--- config.mk ---
export PLATFORM = sky130hd
export DESIGN_NAME = sm_alu_seq
export DESIGN_NICKNAME = d
export VERILOG_FILES = /design/src/rtl/sm_alu_seq.sv
export SDC_FILE = /design/constraint.sdc
export NUM_CORES = 1
export LEC_CHECK = 0
export ABC_AREA = 1
export CAP_MARGIN = 20
export CORE_UTILIZATION = 43
export DETAILED_ROUTE_END_ITERATION = 10
export GPL_TIMING_DRIVEN = 0
export SKIP_LAST_GASP = 1
export SLEW_MARGIN = 20
export SYNTH_ARGS = -nofsm -noshare
export SYNTH_HDL_FRONTEND = slang
export SYNTH_SLANG_ARGS = --single-unit
--- constraint.sdc ---
create_clock -name clk -period 3.06 [get_ports clk]
set_input_delay 0.612 -clock clk [delete_from_list [all_inputs] [get_ports clk]]
set_output_delay 0.612 -clock clk [all_outputs]
set_load 0.01 [all_outputs]
--- src/rtl/sm_alu_seq.sv ---
// rtl/sm_alu_seq.sv - handshaked sign-magnitude ALU with iterative multiply and divide
// Optional restoring divider built when SM_ALU_DIV_EN is defined; otherwise opcode 00011 is illegal.
module sm_alu_seq #(
  parameter int WIDTH = 32,
  parameter int SHW   = $clog2(WIDTH)
) (
  input  logic             clk,
  input  logic             rst_n,
  input  logic             in_valid,
  output logic             in_ready,
  input  logic [WIDTH-1:0] A,
  input  logic [WIDTH-1:0] B,
  input  logic [4:0]       ALU_CONTROL,
  output logic             out_valid,
  input  logic             out_ready,
  output logic [WIDTH-1:0] Y,
  output logic [WIDTH-1:0] R,
  output logic             Z,
  output logic             V,
  output logic             N,
  output logic             C,
  output logic             err
);
  localparam int M = WIDTH - 1;

  localparam logic [4:0] OP_ADD  = 5'b00000, OP_SUB  = 5'b00001, OP_MUL  = 5'b00010;
  localparam logic [4:0] OP_AND  = 5'b01000, OP_OR   = 5'b01001, OP_XOR  = 5'b01010;
  localparam logic [4:0] OP_NOR  = 5'b01011, OP_NAND = 5'b01100, OP_XNOR = 5'b01101;
  localparam logic [4:0] OP_EQ   = 5'b10000, OP_LT   = 5'b10001, OP_GT   = 5'b10010;
  localparam logic [4:0] OP_LSL  = 5'b11000, OP_LSR  = 5'b11001, OP_ASR  = 5'b11010;
  localparam logic [4:0] OP_REV  = 5'b11011;
`ifdef SM_ALU_DIV_EN
  localparam logic [4:0] OP_DIV  = 5'b00011;
`endif

  typedef enum logic [1:0] {S_IDLE, S_EXEC, S_DONE} state_t;

  state_t           state_q, state_d;
  logic [2*M-1:0]   p_q, p_d;
  logic [M-1:0]     opnd_q, opnd_d;
  logic [SHW-1:0]   cnt_q, cnt_d;
  logic             sign_y_q, sign_y_d;
  logic [WIDTH-1:0] y_q, y_d, r_q, r_d;
  logic             z_q, z_d, v_q, v_d, n_q, n_d, c_q, c_d, err_q, err_d;
`ifdef SM_ALU_DIV_EN
  logic             div_q, div_d;
  logic             sign_a_q, sign_a_d;
  logic [M:0]       div_trial, div_diff;
`endif

  logic             op_mul, op_div;
  logic             sa, sb_eff, neg_a, neg_b, eq_r, lt_r, gt_r;
  logic [M-1:0]     ma, mb, add_mag;
  logic [M:0]       add_sum;
  logic             add_sign, add_carry;
  logic [SHW-1:0]   sh;
  logic             sh_big;
  logic [WIDTH:0]   lsl_ext, lsr_ext, asr_ext;
  logic [WIDTH-1:0] rev_a, sc_y;
  logic             sc_arith, sc_v, sc_c, sc_err, sc_z, sc_n;
  logic [M:0]       mul_sum;
  logic [2*M-1:0]   p_step;
  logic [M-1:0]     fin_mag;
  logic             fin_v;
  logic [WIDTH-1:0] fin_y, fin_r;

  assign op_mul = (ALU_CONTROL == OP_MUL);
`ifdef SM_ALU_DIV_EN
  assign op_div = (ALU_CONTROL == OP_DIV);
`else
  assign op_div = 1'b0;
`endif

  assign ma     = A[M-1:0];
  assign mb     = B[M-1:0];
  assign sa     = A[WIDTH-1];
  assign sb_eff = B[WIDTH-1] ^ (ALU_CONTROL == OP_SUB);

  always_comb begin
    add_sum   = '0;
    add_mag   = '0;
    add_sign  = 1'b0;
    add_carry = 1'b0;
    if (sa == sb_eff) begin
      add_sum   = {1'b0, ma} + {1'b0, mb};
      add_mag   = add_sum[M-1:0];
      add_carry = add_sum[M];
      add_sign  = sa;
    end else if (ma >= mb) begin
      add_mag  = ma - mb;
      add_sign = sa;
    end else begin
      add_mag  = mb - ma;
      add_sign = sb_eff;
    end
    if (add_mag == '0) add_sign = 1'b0;
  end

  // Zero magnitudes count as non-negative so -0 and +0 order equal.
  assign neg_a = sa & (|ma);
  assign neg_b = B[WIDTH-1] & (|mb);
  assign eq_r  = (ma == mb) && ((sa == B[WIDTH-1]) || (ma == '0));
  assign lt_r  = (neg_a != neg_b) ? neg_a : (neg_a ? (ma > mb) : (ma < mb));
  assign gt_r  = !eq_r && !lt_r;

  assign sh      = B[SHW-1:0];
  assign sh_big  = (|B[WIDTH-1:SHW]) || ({1'b0, sh} >= (SHW+1)'(WIDTH));
  assign lsl_ext = {1'b0, A} << sh;
  assign lsr_ext = {A, 1'b0} >> sh;
  assign asr_ext = $signed({A, 1'b0}) >>> sh;

  always_comb begin
    rev_a = '0;
    for (int i = 0; i < WIDTH; i++) rev_a[i] = A[WIDTH-1-i];
  end

  always_comb begin
    sc_y     = '0;
    sc_arith = 1'b0;
    sc_v     = 1'b0;
    sc_c     = 1'b0;
    sc_err   = 1'b0;
    case (ALU_CONTROL)
      OP_ADD, OP_SUB: begin
        sc_y     = {add_sign, add_mag};
        sc_v     = add_carry;
        sc_c     = add_carry;
        sc_arith = 1'b1;
      end
      OP_MUL: sc_arith = 1'b1;
`ifdef SM_ALU_DIV_EN
      OP_DIV: sc_arith = 1'b1;
`endif
      OP_AND:  sc_y = A & B;
      OP_OR:   sc_y = A | B;
      OP_XOR:  sc_y = A ^ B;
      OP_NOR:  sc_y = ~(A | B);
      OP_NAND: sc_y = ~(A & B);
      OP_XNOR: sc_y = ~(A ^ B);
      OP_EQ: begin
        sc_y     = eq_r ? WIDTH'(1) : '0;
        sc_arith = 1'b1;
      end
      OP_LT: begin
        sc_y     = lt_r ? WIDTH'(2) : '0;
        sc_arith = 1'b1;
      end
      OP_GT: begin
        sc_y     = gt_r ? WIDTH'(4) : '0;
        sc_arith = 1'b1;
      end
      OP_LSL: if (!sh_big) begin
        sc_y = lsl_ext[WIDTH-1:0];
        sc_c = lsl_ext[WIDTH];
      end
      OP_LSR: if (!sh_big) begin
        sc_y = lsr_ext[WIDTH:1];
        sc_c = lsr_ext[0];
      end
      OP_ASR: begin
        if (sh_big) begin
          sc_y = {WIDTH{A[WIDTH-1]}};
        end else begin
          sc_y = asr_ext[WIDTH:1];
          sc_c = asr_ext[0];
        end
      end
      OP_REV:  sc_y = rev_a;
      default: sc_err = 1'b1;
    endcase
    sc_z = !sc_err && (sc_arith ? (sc_y[M-1:0] == '0) : (sc_y == '0));
    sc_n = !sc_err && sc_y[WIDTH-1];
  end

  // p holds {accumulator, multiplier} for MUL and {remainder, dividend/quotient} for DIV.
  always_comb begin
    mul_sum = {1'b0, p_q[2*M-1:M]} + (p_q[0] ? {1'b0, opnd_q} : '0);
    p_step  = {mul_sum, p_q[M-1:1]};
`ifdef SM_ALU_DIV_EN
    div_trial = p_q[2*M-1:M-1];
    div_diff  = div_trial - {1'b0, opnd_q};
    if (div_q) begin
      if (div_diff[M]) p_step = {div_trial[M-1:0], p_q[M-2:0], 1'b0};
      else             p_step = {div_diff[M-1:0],  p_q[M-2:0], 1'b1};
    end
`endif
  end

  always_comb begin
    fin_mag = p_step[M-1:0];
    fin_v   = |p_step[2*M-1:M];
    fin_r   = '0;
`ifdef SM_ALU_DIV_EN
    if (div_q) begin
      fin_v = (opnd_q == '0);
      if (fin_v) fin_mag = '0;
      else       fin_r   = {sign_a_q & (|p_step[2*M-1:M]), p_step[2*M-1:M]};
    end
`endif
    fin_y = {sign_y_q & (|fin_mag), fin_mag};
  end

  always_comb begin
    state_d  = state_q;
    p_d      = p_q;
    opnd_d   = opnd_q;
    cnt_d    = cnt_q;
    sign_y_d = sign_y_q;
    y_d      = y_q;
    r_d      = r_q;
    z_d      = z_q;
    v_d      = v_q;
    n_d      = n_q;
    c_d      = c_q;
    err_d    = err_q;
`ifdef SM_ALU_DIV_EN
    div_d    = div_q;
    sign_a_d = sign_a_q;
`endif
    case (state_q)
      S_IDLE: if (in_valid) begin
        if (op_mul || op_div) begin
          state_d  = S_EXEC;
          cnt_d    = '0;
          opnd_d   = op_div ? mb : ma;
          p_d      = {{M{1'b0}}, op_div ? ma : mb};
          sign_y_d = A[WIDTH-1] ^ B[WIDTH-1];
`ifdef SM_ALU_DIV_EN
          div_d    = op_div;
          sign_a_d = A[WIDTH-1];
`endif
        end else begin
          state_d = S_DONE;
          y_d     = sc_y;
          r_d     = '0;
          z_d     = sc_z;
          v_d     = sc_v;
          n_d     = sc_n;
          c_d     = sc_c;
          err_d   = sc_err;
        end
      end
      S_EXEC: begin
        p_d   = p_step;
        cnt_d = cnt_q + SHW'(1);
        if (cnt_q == SHW'(M-1)) begin
          state_d = S_DONE;
          y_d     = fin_y;
          r_d     = fin_r;
          z_d     = (fin_mag == '0);
          v_d     = fin_v;
          n_d     = fin_y[WIDTH-1];
          c_d     = 1'b0;
          err_d   = 1'b0;
        end
      end
      S_DONE: if (out_ready) state_d = S_IDLE;
      default: state_d = S_IDLE;
    endcase
  end

  always_ff @(posedge clk or negedge rst_n) begin
    if (!rst_n) begin
      state_q  <= S_IDLE;
      p_q      <= '0;
      opnd_q   <= '0;
      cnt_q    <= '0;
      sign_y_q <= 1'b0;
      y_q      <= '0;
      r_q      <= '0;
      z_q      <= 1'b0;
      v_q      <= 1'b0;
      n_q      <= 1'b0;
      c_q      <= 1'b0;
      err_q    <= 1'b0;
`ifdef SM_ALU_DIV_EN
      div_q    <= 1'b0;
      sign_a_q <= 1'b0;
`endif
    end else begin
      state_q  <= state_d;
      p_q      <= p_d;
      opnd_q   <= opnd_d;
      cnt_q    <= cnt_d;
      sign_y_q <= sign_y_d;
      y_q      <= y_d;
      r_q      <= r_d;
      z_q      <= z_d;
      v_q      <= v_d;
      n_q      <= n_d;
      c_q      <= c_d;
      err_q    <= err_d;
`ifdef SM_ALU_DIV_EN
      div_q    <= div_d;
      sign_a_q <= sign_a_d;
`endif
    end
  end

  assign in_ready  = (state_q == S_IDLE);
  assign out_valid = (state_q == S_DONE);
  assign Y   = y_q;
  assign R   = r_q;
  assign Z   = z_q;
  assign V   = v_q;
  assign N   = n_q;
  assign C   = c_q;
  assign err = err_q;

endmodule

== Word level (Yosys, flattened, before mapping) ==
Cells that the tools add are included.

* Register bits after elaboration: 170
* Input bits: 73
* Output and inout bits: 71
* Word-level logic and storage cells: 150

* $add $sub $neg: 5
* $lt $le $gt $ge: 3
* Equality and inequality tests: 27
* Shift operators: 3
* Muxes and demuxes: 62
* Bitwise operators: 11
* Reduce and logical (&&, ||, !) cells: 27

{| class="wikitable"
|+ Operator list
! operator !! number
|-
| 32-bit case mux with 14 select lines || 1
|-
| 32-bit two-way mux || 9
|-
| 32-bit case mux with 2 select lines || 2
|-
| 31-bit zero test || 4
|-
| 62-bit two-way mux || 2
|-
| 62-bit case mux with 2 select lines || 1
|-
| 31-bit OR reduction || 4
|-
| 32-bit inverter || 3
|-
| 31-bit two-way mux || 3
|-
| 31-bit by 31-bit adder with 32-bit output || 2
|-
| 31-bit subtractor || 2
|-
| 5-bit == test (second input constant) || 8
|-
| 32-bit by 5-bit left shift with 33-bit output || 1
|-
| 33-bit by 5-bit right shift with 33-bit output || 1
|-
| 33-bit by 5-bit >>> shifter with 33-bit output || 1
|-
| 32-bit bitwise AND || 1
|-
| 32-bit zero test || 1
|-
| 32-bit OR || 1
|-
| 32-bit XOR || 1
|-
| 31-bit == test || 1
|-
| 31-bit >= comparator || 1
|-
| 31-bit greater-than comparator || 1
|-
| 31-bit < comparator || 1
|-
| 5-bit by 4-bit == test with 1-bit output (second input constant) || 6
|-
| 31 further kinds || 80
|}

== Logic depth before layout (Yosys ltp) ==
* Depth in word-level cells: 14
* Depth in mapped cells: 29
* Gate-level depth less buffers: 25

== Worst setup path after synthesis ==
Ideal clock, no wire load.

* Path kind: input -> register
* From: in B[3]
* To: reg z_q, in the netlist Z
* Library setup time: 0.077 ns
* Arrival time: 3.617 ns
* Data required time: 2.983 ns
* Setup slack: -0.634 ns
* Stages: 24
* Path buffers: 5
* Cells stage by stage: buf_2 > inv_2 > buf_1 > clkbuf_1 > ha_1 > buf_2 > nor2_1 > nand3_1 > nor2_1 > nand2_4 > clkinv_2 > nor2_8 > buf_6 > nand2_1 > nand2_1 > nand2_1 > nand2_1 > a21oi_1 > nand2_1 > nor2_1 > nand2_1 > nor2_1 > nand3_1 > a21oi_1

* Word-level cells in the longest chain between the ends: 14

{| class="wikitable"
|+ RTL lines
! element !! RTL line !! RTL
|-
| from (decl) || 12 || <nowiki>input logic [WIDTH-1:0] B,</nowiki>
|-
| branches (longest 7 deep; another with 31-bit subtractor) || n/a ||
|-
| 32-bit case mux with 14 select lines * || 123 || <nowiki>case (ALU_CONTROL)</nowiki>
|-
| 32-bit zero test / 31-bit zero test (equally long branches) || 171 || <nowiki>sc_z = !sc_err && (sc_arith ? (sc_y[M-1:0] == '0) : (sc_y == '0));</nowiki>
|-
| 1-bit two-way mux * || 171 ||
|-
| 1-bit logical AND * || 171 ||
|-
| 1-bit two-way mux * || 222 || <nowiki>if (op_mul || op_div) begin</nowiki>
|-
| 1-bit two-way mux * || 221 || <nowiki>S_IDLE: if (in_valid) begin</nowiki>
|-
| 1-bit case mux with 2 select lines * || 220 || <nowiki>case (state_q)</nowiki>
|-
| to (signal assigned) || 288 || <nowiki>z_q <= z_d;</nowiki>
|-
| to (decl) || 44 || <nowiki>logic z_q, z_d, v_q, v_d, n_q, n_d, c_q, c_d, err_q, err_d;</nowiki>
|}

Mark *: on every way between the ends. The select of a mux whose other input is x is not followed.
A chain may end at the register's enable or synchronous reset.

== Worst setup path in the final report ==
* From: in A[6]
* To: reg z_q, in the netlist Z

* Word-level cells in the longest chain between the ends: 14

{| class="wikitable"
|+ RTL lines
! element !! RTL line !! RTL
|-
| from (decl) || 11 || <nowiki>input logic [WIDTH-1:0] A,</nowiki>
|-
| branches (longest 7 deep; another with 31-bit subtractor) || n/a ||
|-
| 32-bit case mux with 14 select lines * || 123 ||
|-
| 32-bit zero test / 31-bit zero test (equally long branches) || 171 ||
|-
| 1-bit two-way mux * || 171 ||
|-
| 1-bit logical AND * || 171 ||
|-
| 1-bit two-way mux * || 222 ||
|-
| 1-bit two-way mux * || 221 ||
|-
| 1-bit case mux with 2 select lines * || 220 ||
|}

Marks and branches as above.

==> flow_summary.toml <==
[run_status]
status = "complete, but fails checks"
violations = "setup timing"

[die]
die_w_microns = 225
rows = 81
core_sq_um = 49100
io_pins = 144
die_h_microns = 225
initial_core_util_pct = 43.7
dieArea_sq_um = 50700

[cells_and_area]
nets = 4332
syn_to_final_growth_pct = 32.6
drive_gt1_share_pct = 21.7
final_cell_mix = "nand2_1, inv_1, nor2_1, buf_4, nand3_1"
fillCellCount = 4948
layout_commonest_cell = "nand2_1"

[sta]
finalCritPeriodShare_pct = 118
setup_viol = 33
finalWorstSetupSlack_ps = -536
hold_viol = 0
max_freq_mhz = 278
slew_violations = 0
rsz0062_at_grt = "yes"
skew_ps = 18.0
min_period_ps = 3600
max_slew_margin_pct = 38.9
finalSetupTns_ps = -8260
tightestPinTransition_ps = 916

[synthesis]
ys_ff_latch = 138
synth_seq_area_share_pct = 16.1
syn_inst = 3741
synth_edf_count = 0
ys.flop_type = "dfrtp_1"
synth.largest_area_cell = "nand2_1"
yosysWarnings = 0
synthTopCellsByArea = "nand2_1, dfrtp_1, ha_1, nand3_1, inv_1"
avgSynthCellArea_sq_um = 5.73
syn_area_sq_um = 21400
yosys.cell_types.count = 58
async_reset_ff_share_pct = 100
synth_top_area_share_pct = 22.2

[grt]
antenna_found_initial = 2
track_usage_pct = 50.3
grt_max_degree = 79
overflow = 0
first_global_vias = 26439
grt_pass1_wl_microns = 182000

[critical_path]
critPathKind = "in -> reg"
worst_r2r_path_depth = 21
critPathArrivalTime_ps = 3970
crit_fanout = 8
crit_required_ps = 3440
end_kind = "flop"
r2r-start = "p_q[0]"
startpoint = "A[6]"
crit_path_start_kind = "input port"

[clock_tree]
insertion_delay_ps = 460
cts_hold_buf = 0
cts_tree = "built"
clockBufferDepth = 2
cts.sinks = 138
path_clk_slew_ps = 60
cts-root-buf = "clkbuf_16"
cts_buffers = 17
cts_max_level = 4

[power_and_ir_drop]
power-per-cell-area_nw_per_um2 = 460
leakage_nw = 14.1
p_total_w = 0.0131
ir_drop_v = 0.000380

[worst_hold_path]
hold_class = "in -> async"

[detailed_routing]
vias = 29364
postRouteAntennaNets = 0
firstDrtPassIters = 6
drc_errors = 0
dr.first_iter.drc_count = 4479
wl_per_cell_microns = 27.8
vias_per_cell = 6.16
route.final.wire_length_microns = 132000

[place]
preCtsSetupSlack_ps = -3070
place_congestion = 1.11
io_buffers = 110
hpwl_microns = 103000

[run]
drv_cap = 0
-- through the flow --
stage / util (%) / hold WS [ps] / instance area [sq um] / std cells
floorplan: - / 316 / 21700 / 3772
global placement: 48.1 / 453 / 23600 / 4546
detailed placement: 48.2 / 459 / 23700 / 4548
CTS: 54.4 / 98.1 / 26700 / 4680
global route: 57.9 / 116 / 28400 / 4763
finish: 58.0 / 66.1 / 28400 / 4764
-- final timing paths --
| path | end | slack [ps] |
|---|---|---|
| setup / recovery | Z | -540 |
| hold / removal | p_q[45] | 70 |
| setup reg to reg | V | -320 |
| hold reg to reg | cnt_q[4] | 470 |
| max in group asynchronous | Y[31] | 2180 |
| min in group clk | cnt_q[4] | 470 |
-- registers in the layout (all words and copies together) (netlist names) --
| name | cells |
|---|---|
| err | 1 |
| p_q | 62 |
| cnt_q | 5 |
| C | 1 |
| N | 1 |
| sign_y_q | 1 |
| Y | 32 |
| V | 1 |
| opnd_q | 31 |
| Z | 1 |
| state_q | 2 |
-- synth_stat cells, types with 5 or more instances --
library cell / number
nor2_2: 13
nor3_1: 35
a221oi_1: 13
nand4_1: 67
nor2_4: 6
o221ai_1: 16
a21oi_1: 194
nand3_1: 303
nand2_2: 5
xor2_1: 53
nor4_1: 17
nor2_1: 295
a31oi_1: 28
clkinv_1: 6
buf_2: 43
o21ai_0: 269
inv_2: 26
buf_1: 15
clkbuf_1: 88
o22ai_1: 19
o21bai_1: 21
a21boi_0: 21
inv_1: 398
or2_2: 15
a22o_1: 12
mux2i_1: 6
ha_1: 169
and2_1: 9
buf_4: 38
o211ai_1: 47
nand2_1: 1265
o21a_1: 25
dfrtp_1: 138
o2111ai_1: 11
xnor2_1: 6
a21o_1: 8
-- logic make-up (layout without fill, tap and decap cells) --
kind of cell    Yosys count  in the layout  share of synthesized area [%]
compound gates          702            702                           19.3
xor+xnor                 59             59                           2.41
fa+ha+maj               173            173                           10.2
buf+inv                 619            946                           11.9
flops                   138            138                           16.1
mux                       6              6                          0.280
other cells               1             33                         0.0175
simple gates           2043           2043                           39.8
-- critical path, stage by stage --
cell and delay [ps]:
buf_6 190, inv_1 120, ha_1 320, buf_4 220, o21bai_1 150, a21oi_2 180, nand2_4 90, nand2_2 80
nand2_2 70, nand2_4 130, nand2_8 90, nor2_8 320, clkbuf_16 230, nand3_1 80, nand3_2 100, nand2_4 100
a21oi_4 190, nand2_2 90, nor2_4 120, nand2_2 80, nor2_2 120, nand3_2 80, a21oi_2 150
-- per-layer routing --
metal  track usage, %  up-vias  part of all wire [%]
li1                 -    12909                     -
met1             63.5    13587                    37
met2             73.1     2313                    40
met3             16.7      549                    15
met4             31.8        6                   7.9
met5                0        -                 0.078
-- cell type report --
| type | count | area (sq um) | area share [%] |
|---|---|---|---|
| multi-input cells | 3015 | 17700 | 62.4 |
| well taps | 664 | 831 | 2.92 |
| flip-flops and latches | 138 | 3450 | 12.1 |
| clock buffers | 17 | 425 | 1.50 |
| repair buffers | 299 | 2650 | 9.31 |
| plain buffers | 183 | 1300 | 4.58 |
| clock inverters | 15 | 194 | 0.682 |
| diodes | 1 | 2.50 | 0.00880 |
| inverters | 432 | 1830 | 6.44 |
-- timing repair --
| action | CTS | global route |
|---|---|---|
| pin swaps | 81 | 135 |
| setup buffers | 99 | 89 |
| endpoints found under the setup margin | 84 | 63 |
| resized for setup | 803 | 365 |
| cloned | 2 | 1 |
-- report_power, final --
part           switching (W)  internal, W  leakage [nW]
clock               0.000978      0.00125         0.306
sequential          0.000512      0.00249          1.72
combinational        0.00500      0.00283          12.1
total                0.00649      0.00657          14.1
Note: power is estimated with default switching activity, not from simulation.
